## src/rtl/dmem_sram_like_bridge_pkg.sv

```systemverilog
// Shared types and constants for the data-memory SRAM-like bridge.
//   state_e       : bridge FSM states
//   SizeB/H/W     : bus data_size encodings (byte, half, word)
package dmem_sram_like_bridge_pkg;

   typedef enum logic [1:0] {
      StIdle     = 2'd0,  // no outstanding transfer
      StWaitAddr = 2'd1,  // request issued, not yet accepted
      StWaitData = 2'd2,  // accepted, awaiting data_ok
      StDone     = 2'd3   // finished, pipeline still frozen externally
   } state_e;

   localparam logic [1:0] SizeB = 2'd0;
   localparam logic [1:0] SizeH = 2'd1;
   localparam logic [1:0] SizeW = 2'd2;

endpackage

```

## src/rtl/dmem_sram_like_bridge_if.sv

```systemverilog
// SRAM-like bus between the data-memory bridge and the cache/AXI side.
//   master : bridge side (drives req/wr/size/addr/wdata)
//   slave  : bus side (drives rdata/addr_ok/data_ok)
interface dmem_sram_like_bridge_if #(
   parameter int unsigned ADDR_W = 32,
   parameter int unsigned DATA_W = 32
) ();

   logic              data_req;
   logic              data_wr;
   logic [1:0]        data_size;
   logic [ADDR_W-1:0] data_addr;
   logic [DATA_W-1:0] data_wdata;
   logic [DATA_W-1:0] data_rdata;
   logic              data_addr_ok;
   logic              data_data_ok;

   modport master (
      output data_req, data_wr, data_size, data_addr, data_wdata,
      input  data_rdata, data_addr_ok, data_data_ok
   );

   modport slave (
      input  data_req, data_wr, data_size, data_addr, data_wdata,
      output data_rdata, data_addr_ok, data_data_ok
   );

endinterface

```

## src/rtl/dmem_size_decode.sv

```systemverilog
// Byte-enable decoder: derives bus write flag and transfer size from wen.
//   i_wen  : byte write enables (0 = read)
//   o_wr   : 1 when any byte enable is set
//   o_size : 0 byte, 1 half, 2 word; reads use READ_SIZE, odd patterns use word
module dmem_size_decode
   import dmem_sram_like_bridge_pkg::*;
#(
   parameter logic [1:0] READ_SIZE = SizeW
) (
   input  logic [3:0] i_wen,
   output logic       o_wr,
   output logic [1:0] o_size
);

   always_comb begin
      o_wr   = |i_wen;
      o_size = SizeW;
      case (i_wen)
         4'b0000:                            o_size = READ_SIZE;
         4'b1111:                            o_size = SizeW;
         4'b0011, 4'b1100:                   o_size = SizeH;
         4'b0001, 4'b0010, 4'b0100, 4'b1000: o_size = SizeB;
         default:                            o_size = SizeW;
      endcase
   end

endmodule

```

## src/rtl/dmem_sram_like_bridge.sv

```systemverilog
// M-stage data-memory port to SRAM-like bus bridge.
// Turns the single-cycle SRAM-style request into a req/addr_ok/data_ok handshake,
// stalls the pipeline until completion and holds read data for the W stage.
// Optional counters enabled by defining DMEM_BRIDGE_PERF_EN.
//   i_clk, i_rst_n       : clock, asynchronous active-low reset
//   i_cpu_en/wen/addr/wdata : M-stage access (wen == 0 is a read)
//   i_ext_stall          : pipeline frozen by another source
//   o_cpu_stall          : freeze request to the hazard unit
//   o_cpu_rdata          : registered read data
//   io_bus               : SRAM-like bus (master side)
//   o_perf_req_cnt       : accepted requests (0 when counters disabled)
//   o_perf_stall_cnt     : stalled cycles (0 when counters disabled)
module dmem_sram_like_bridge
   import dmem_sram_like_bridge_pkg::*;
#(
   parameter int unsigned ADDR_W    = 32,
   parameter int unsigned DATA_W    = 32,
   parameter logic [1:0]  READ_SIZE = SizeW
) (
   input  logic                    i_clk,
   input  logic                    i_rst_n,
   input  logic                    i_cpu_en,
   input  logic [3:0]              i_cpu_wen,
   input  logic [ADDR_W-1:0]       i_cpu_addr,
   input  logic [DATA_W-1:0]       i_cpu_wdata,
   input  logic                    i_ext_stall,
   output logic                    o_cpu_stall,
   output logic [DATA_W-1:0]       o_cpu_rdata,
   dmem_sram_like_bridge_if.master io_bus,
   output logic [31:0]             o_perf_req_cnt,
   output logic [31:0]             o_perf_stall_cnt
);

   state_e            r_state;
   state_e            w_state_d;
   logic [ADDR_W-1:0] r_addr;
   logic [DATA_W-1:0] r_wdata;
   logic [3:0]        r_wen;
   logic [DATA_W-1:0] r_rdata;

   logic              w_idle;
   logic              w_wait_addr;
   logic              w_wait_data;
   logic              w_done;
   logic [ADDR_W-1:0] w_addr;
   logic [DATA_W-1:0] w_wdata;
   logic [3:0]        w_wen;
   logic              w_wr;
   logic [1:0]        w_size;
   logic              w_req;
   logic              w_accept;
   logic              w_complete;
   logic              w_stall;

   assign w_idle      = (r_state == StIdle);
   assign w_wait_addr = (r_state == StWaitAddr);
   assign w_wait_data = (r_state == StWaitData);
   assign w_done      = (r_state == StDone);

   // IDLE drives the bus straight from the core for zero-latency issue.
   assign w_addr  = w_idle ? i_cpu_addr  : r_addr;
   assign w_wdata = w_idle ? i_cpu_wdata : r_wdata;
   assign w_wen   = w_idle ? i_cpu_wen   : r_wen;

   dmem_size_decode #(
      .READ_SIZE (READ_SIZE)
   ) u_size_decode (
      .i_wen  (w_wen),
      .o_wr   (w_wr),
      .o_size (w_size)
   );

   // Reset gates the combinational outputs so nothing leaks while rst is low.
   assign w_req      = i_rst_n & ((w_idle & i_cpu_en) | w_wait_addr);
   assign w_accept   = w_req & io_bus.data_addr_ok;
   assign w_complete = (w_accept & io_bus.data_data_ok) | (w_wait_data & io_bus.data_data_ok);
   // A dropped cpu_en lets the accepted transfer finish silently.
   assign w_stall    = i_rst_n & i_cpu_en & ~w_done & ~w_complete;

   always_comb begin
      w_state_d = r_state;
      case (r_state)
         StIdle, StWaitAddr: begin
            if (w_accept) begin
               if (io_bus.data_data_ok) w_state_d = i_ext_stall ? StDone : StIdle;
               else                     w_state_d = StWaitData;
            end else if (w_req) begin
               w_state_d = StWaitAddr;
            end
         end
         StWaitData: begin
            if (io_bus.data_data_ok) w_state_d = i_ext_stall ? StDone : StIdle;
         end
         StDone: begin
            if (!i_ext_stall) w_state_d = StIdle;
         end
         default: w_state_d = StIdle;
      endcase
   end

   always_ff @(posedge i_clk or negedge i_rst_n) begin
      if (!i_rst_n) begin
         r_state <= StIdle;
         r_addr  <= '0;
         r_wdata <= '0;
         r_wen   <= '0;
         r_rdata <= '0;
      end else begin
         r_state <= w_state_d;
         if (w_idle && i_cpu_en) begin
            r_addr  <= i_cpu_addr;
            r_wdata <= i_cpu_wdata;
            r_wen   <= i_cpu_wen;
         end
         if (w_complete && !w_wr) r_rdata <= io_bus.data_rdata;
      end
   end

`ifdef DMEM_BRIDGE_PERF_EN
   logic [31:0] r_perf_req_cnt;
   logic [31:0] r_perf_stall_cnt;

   always_ff @(posedge i_clk or negedge i_rst_n) begin
      if (!i_rst_n) begin
         r_perf_req_cnt   <= '0;
         r_perf_stall_cnt <= '0;
      end else begin
         if (w_accept) r_perf_req_cnt   <= r_perf_req_cnt + 32'd1;
         if (w_stall)  r_perf_stall_cnt <= r_perf_stall_cnt + 32'd1;
      end
   end

   assign o_perf_req_cnt   = r_perf_req_cnt;
   assign o_perf_stall_cnt = r_perf_stall_cnt;
`else
   assign o_perf_req_cnt   = '0;
   assign o_perf_stall_cnt = '0;
`endif

   assign io_bus.data_req   = w_req;
   assign io_bus.data_wr    = w_wr;
   assign io_bus.data_size  = w_size;
   assign io_bus.data_addr  = w_addr;
   assign io_bus.data_wdata = w_wdata;
   assign o_cpu_stall       = w_stall;
   assign o_cpu_rdata       = r_rdata;

endmodule

```

## src/flat_wrapper.sv

```systemverilog
// flat-port wrapper written by rule: the top's interface ports become plain ports
module dmem_sram_like_bridge_flat import dmem_sram_like_bridge_pkg::*;
#(
   parameter int unsigned ADDR_W    = 32,
   parameter int unsigned DATA_W    = 32,
   parameter logic [1:0]  READ_SIZE = SizeW
)
  (i_clk, i_rst_n, i_cpu_en, i_cpu_wen, i_cpu_addr, i_cpu_wdata, i_ext_stall, o_cpu_stall, o_cpu_rdata, o_perf_req_cnt, o_perf_stall_cnt, io_bus_data_req, io_bus_data_wr, io_bus_data_size, io_bus_data_addr, io_bus_data_wdata, io_bus_data_rdata, io_bus_data_addr_ok, io_bus_data_data_ok);
  dmem_sram_like_bridge_if #(.ADDR_W(ADDR_W), .DATA_W(DATA_W)) io_bus_i ();
  input  logic i_clk;
  input  logic i_rst_n;
  input  logic i_cpu_en;
  input  logic [3:0] i_cpu_wen;
  input  logic [ADDR_W-1:0] i_cpu_addr;
  input  logic [DATA_W-1:0] i_cpu_wdata;
  input  logic i_ext_stall;
  output logic o_cpu_stall;
  output logic [DATA_W-1:0] o_cpu_rdata;
  output logic [31:0] o_perf_req_cnt;
  output logic [31:0] o_perf_stall_cnt;
  output wire logic [$bits(io_bus_i.data_req)-1:0] io_bus_data_req;
  output wire logic [$bits(io_bus_i.data_wr)-1:0] io_bus_data_wr;
  output wire logic [$bits(io_bus_i.data_size)-1:0] io_bus_data_size;
  output wire logic [$bits(io_bus_i.data_addr)-1:0] io_bus_data_addr;
  output wire logic [$bits(io_bus_i.data_wdata)-1:0] io_bus_data_wdata;
  input wire logic [$bits(io_bus_i.data_rdata)-1:0] io_bus_data_rdata;
  input wire logic [$bits(io_bus_i.data_addr_ok)-1:0] io_bus_data_addr_ok;
  input wire logic [$bits(io_bus_i.data_data_ok)-1:0] io_bus_data_data_ok;
  assign io_bus_data_req = io_bus_i.data_req;
  assign io_bus_data_wr = io_bus_i.data_wr;
  assign io_bus_data_size = io_bus_i.data_size;
  assign io_bus_data_addr = io_bus_i.data_addr;
  assign io_bus_data_wdata = io_bus_i.data_wdata;
  assign io_bus_i.data_rdata = io_bus_data_rdata;
  assign io_bus_i.data_addr_ok = io_bus_data_addr_ok;
  assign io_bus_i.data_data_ok = io_bus_data_data_ok;
  dmem_sram_like_bridge #(.ADDR_W(ADDR_W), .DATA_W(DATA_W), .READ_SIZE(READ_SIZE)) u_core (.i_clk(i_clk), .i_rst_n(i_rst_n), .i_cpu_en(i_cpu_en), .i_cpu_wen(i_cpu_wen), .i_cpu_addr(i_cpu_addr), .i_cpu_wdata(i_cpu_wdata), .i_ext_stall(i_ext_stall), .o_cpu_stall(o_cpu_stall), .o_cpu_rdata(o_cpu_rdata), .io_bus(io_bus_i), .o_perf_req_cnt(o_perf_req_cnt), .o_perf_stall_cnt(o_perf_stall_cnt));
endmodule
```

## config.mk

```make
export PLATFORM = sky130hd
export DESIGN_NAME = dmem_sram_like_bridge_flat
export DESIGN_NICKNAME = d
export VERILOG_FILES = /design/src/rtl/dmem_sram_like_bridge_pkg.sv /design/src/rtl/dmem_sram_like_bridge_if.sv /design/src/rtl/dmem_size_decode.sv /design/src/rtl/dmem_sram_like_bridge.sv /design/src/flat_wrapper.sv
export SDC_FILE = /design/constraint.sdc
export NUM_CORES = 1
export LEC_CHECK = 0
export ABC_CLOCK_PERIOD_IN_PS = 3600
export CORE_MARGIN = 4
export CORE_UTILIZATION = 33
export CTS_BUF_LIST = sky130_fd_sc_hd__clkbuf_8
export CTS_CLUSTER_DIAMETER = 80
export DETAILED_ROUTE_END_ITERATION = 7
export HOLD_SLACK_MARGIN = 0.05
export PLACE_DENSITY = 0.69
export SETUP_SLACK_MARGIN = 0.02
export SLEW_MARGIN = 20
export SYNTH_ARGS = -nofsm -noshare
export SYNTH_HDL_FRONTEND = slang
export SYNTH_SLANG_ARGS = --single-unit
```

## constraint.sdc

```tcl
create_clock -name i_clk -period 3.6 [get_ports i_clk]
set_input_delay 0.9 -clock i_clk [delete_from_list [all_inputs] [get_ports i_clk]]
set_output_delay 0.9 -clock i_clk [all_outputs]
set_load 0.01 [all_outputs]
```

==> reports/metrics.yaml <==
worst_setup_path:
  reg2regPathDepth: 7
  regToRegEndpoint: "u_core.o_cpu_rdata[31]$_DFFE_PN0P_"
  worst_setup_path_start_kind: "input pin"
  regToRegStartpoint: "u_core.r_state[0]$_DFFE_PN0P_"
  endpoint_kind: "output port"
  required_ns: 2.70
  startpoint: "i_cpu_wen[2]"
  criticalPathCategory: "input pin to output port"
  r2r_setup_slack_ns: 1.17
  cp_max_fo: 3
  crit_arrival_ns: 2.63
placed_design:
  dpl_cell_area_um2: 7310
  pre_cts_ws_ns: -0.250
  hpwl_mm: 9.59
  gp_congestion: 0.833
  io_buffers: 206
timing:
  skew_ns: 0.0102
  post-route-period-util_pct: 98.1
  finalHoldViolCount: 0
  fin_crit_ns: 3.53
  slew_headroom_pct: 43.0
  drv_slew: 0
  finalSetupViolations: 0
  fmax_mhz: 283
  rsz0062_at_grt: "true"
  setup-tns-final_ns: 0
  worst_pin_slew_ns: 0.855
  layout_setup_ws_ns: 0.0689
hold_path:
  hold_depth: 1
  hold_path_startpoint: "u_core.o_cpu_rdata[30]$_DFFE_PN0P_"
  worstHoldPathType: "register to register"
  hold_end: "u_core.o_cpu_rdata[30]$_DFFE_PN0P_"
floorplan:
  boundaryPins: 271
  rows: 45
  die-area_um2: 17800
  start_util_pct: 33.9
  core_um2: 15300
  die_h_um: 133
  die_x_um: 133
finish:
  area_growth_pct: 45.6
  layout_common_cells: "202 x clkdlybuf4s50_1, 135 x mux2_2, 102 x dfrtp_1"
  nNetsFinal: 698
  layout_commonest_cell: "clkdlybuf4s50_1"
  antennaDiodeCount: 0
  drive_above_1_share_pct: 29.0
  fin_area_um2: 7550
  utilization_pct: 49.3
  fillers: 1333
cts:
  clock-sinks: 102
  cts.clk_slew.worst_paths_ns: 0.08
  clk_latency_ns: 0.37
  clk_path_buf_depth: 2
  cts_root_buf: "clkbuf_8"
  hold_buffers: 0
  cts-buffers-inserted: 9
  cts_tree: "done"
  h-tree-depth: 3
pwr:
  leakagePower_nw: 3.17
  p_per_area_nw_per_um2: 765
  p_int_w: 0.00403
  p_clk_share_pct: 15.0
  p_sw_w: 0.00175
  vdd_drop_max_v: 0.000463
  p_comb_share_pct: 50.8
  swShare_pct: 30.3
  power_frac_seq_pct: 34.2
global_route:
  grt_pass1_vias: 3751
  track_usage_pct: 13.8
  grt_pass1_wl_mm: 19.6
  grt_overflow: 0
  grt_max_degree: 68
  antenna_found_initial: 0
logic_synthesis:
  synth-warning-count: 0
  avgSynthCellArea_um2: 13.7
  synth_compound_area_share_pct: 1.42
  synthAdderAreaFrac_pct: 0.241
  muxShareOfSynthArea_pct: 36.0
  synth-simple-area-share_pct: 1.71
  yosysSeqAreaShare_pct: 49.2
  synth-edff-count: 0
  synth_top_family_by_area: "multiplexers"
  ys.flop_type: "dfrtp_1"
  yosysUniqueCellTypes: 28
  synth-xor-area-share_pct: 0
  syn_area_um2: 5190
  synthCells: 380
  synth-async-reset-ratio_pct: 100
  ys_seq_elements: 102
routing:
  viasPerCell: 4.35
  first_pass_iters: 5
  drc_errors: 0
  dr.first_iter.drc_count: 52
  avgRoutedWirePerCell_um: 15.5
  antenna_left: 0
  dr_total_vias: 3514
  wirelength_mm: 12.5
outcome:
  outcome: "finished, final reports clean"
run:
  max-cap-violations: 0
-- cells by family (layout without fill, tap and decap cells) --
| group | Yosys count | after routing |
|---|---|---|
| buffers and inverters | 85 | 238 |
| muxes | 166 | 166 |
| other | 1 | 64 |
| and+or+nand+nor | 14 | 14 |
| AOI/OAI and AO/OA | 11 | 11 |
| adders and majority gates | 1 | 1 |
| DFF | 102 | 102 |
-- cell type report --
type	count	area, um^2	area share [%]
inverter	3	11.3	0.149
clock buffer	10	138	1.82
timing repair buffer	219	2180	28.9
sequential	102	2550	33.8
multi-input combinational	256	2300	30.4
tap	211	264	3.49
clock inverter	6	109	1.44
-- layer usage --
metal | up-vias | part of all wire (%) | GRT usage [%] | routed length, um
li1 | 1630 | - | - | -
met3 | 17 | 9.5 | 5.17 | 1190
met1 | 1686 | 38 | 15.4 | 4710
met4 | 0 | 2.0 | 4.80 | 249
met5 | - | 0 | 0 | 0
met2 | 181 | 51 | 24.2 | 6340
-- power groups by stage --
| stage | logic (W) | registers [W] | clock network (W) |
|---|---|---|---|
| floorplan | 0.00144 | 0.00201 | 0 |
| CTS | 0.00300 | 0.00198 | 0.000915 |
| detailed placement | 0.00298 | 0.00201 | 0 |
| global placement | 0.00294 | 0.00198 | 0 |
| global route | 0.00315 | 0.00205 | 0.000956 |
| finish | 0.00294 | 0.00198 | 0.000868 |
-- synthesized netlist by cell type (all sizes together) (2+ instances only) --
| cell | number | area [um^2] |
|---|---|---|
| clkbuf | 8 | 30.0 |
| nand2 | 4 | 15.0 |
| a31oi | 2 | 12.5 |
| o31a | 2 | 17.5 |
| nor2 | 3 | 11.3 |
| buf | 74 | 547 |
| o21ai | 2 | 10.0 |
| mux2 | 165 | 1860 |
| inv | 3 | 11.3 |
| dfrtp | 102 | 2550 |
| or4 | 2 | 15.0 |
-- critical path, stage by stage --
cell	delay, ns
clkdlybuf4s50_1	0.45
or4_4	0.55
o31a_1	0.15
or2_2	0.30
dlygate4sd2_1	0.28
-- worst max path at each step --
stage | slack, ns | cells after the start | endpoint
finish | 0.07 | 5 | io_bus_data_wr
global route | 0.006 | 8 | io_bus_data_size[1]
CTS | 0.03 | 8 | io_bus_data_size[1]
detailed placement | -0.25 | 8 | io_bus_data_size[0]
global placement | -0.17 | 8 | io_bus_data_size[0]
floorplan | 0.67 | 6 | io_bus_data_size[1]
-- per-stage QoR --
step / hold slack (ns) / power [W] / cells
6_report: 0.490 / 0.00578 / 807
5_1_grt: 0.502 / 0.00616 / 807
4_1_cts: 0.495 / 0.00590 / 807
3_5_place_dp: 0.474 / 0.00499 / 790
3_3_place_gp: 0.468 / 0.00492 / 790
2_1_floorplan: 0.477 / 0.00345 / 443
-- state kept, by name, indices dropped and copies added (netlist names) --
register,flops
u_core.r_wdata,32
u_core.r_addr,32
u_core.o_cpu_rdata,32
u_core.r_wen,4
u_core.r_state,2
-- what timing repair did --
item	CTS	global route
setup buffers	1	0
gates cloned	0	0
resized for setup	5	4
setup endpoints to repair	3	3
Note: power is estimated with default switching activity, not from simulation.
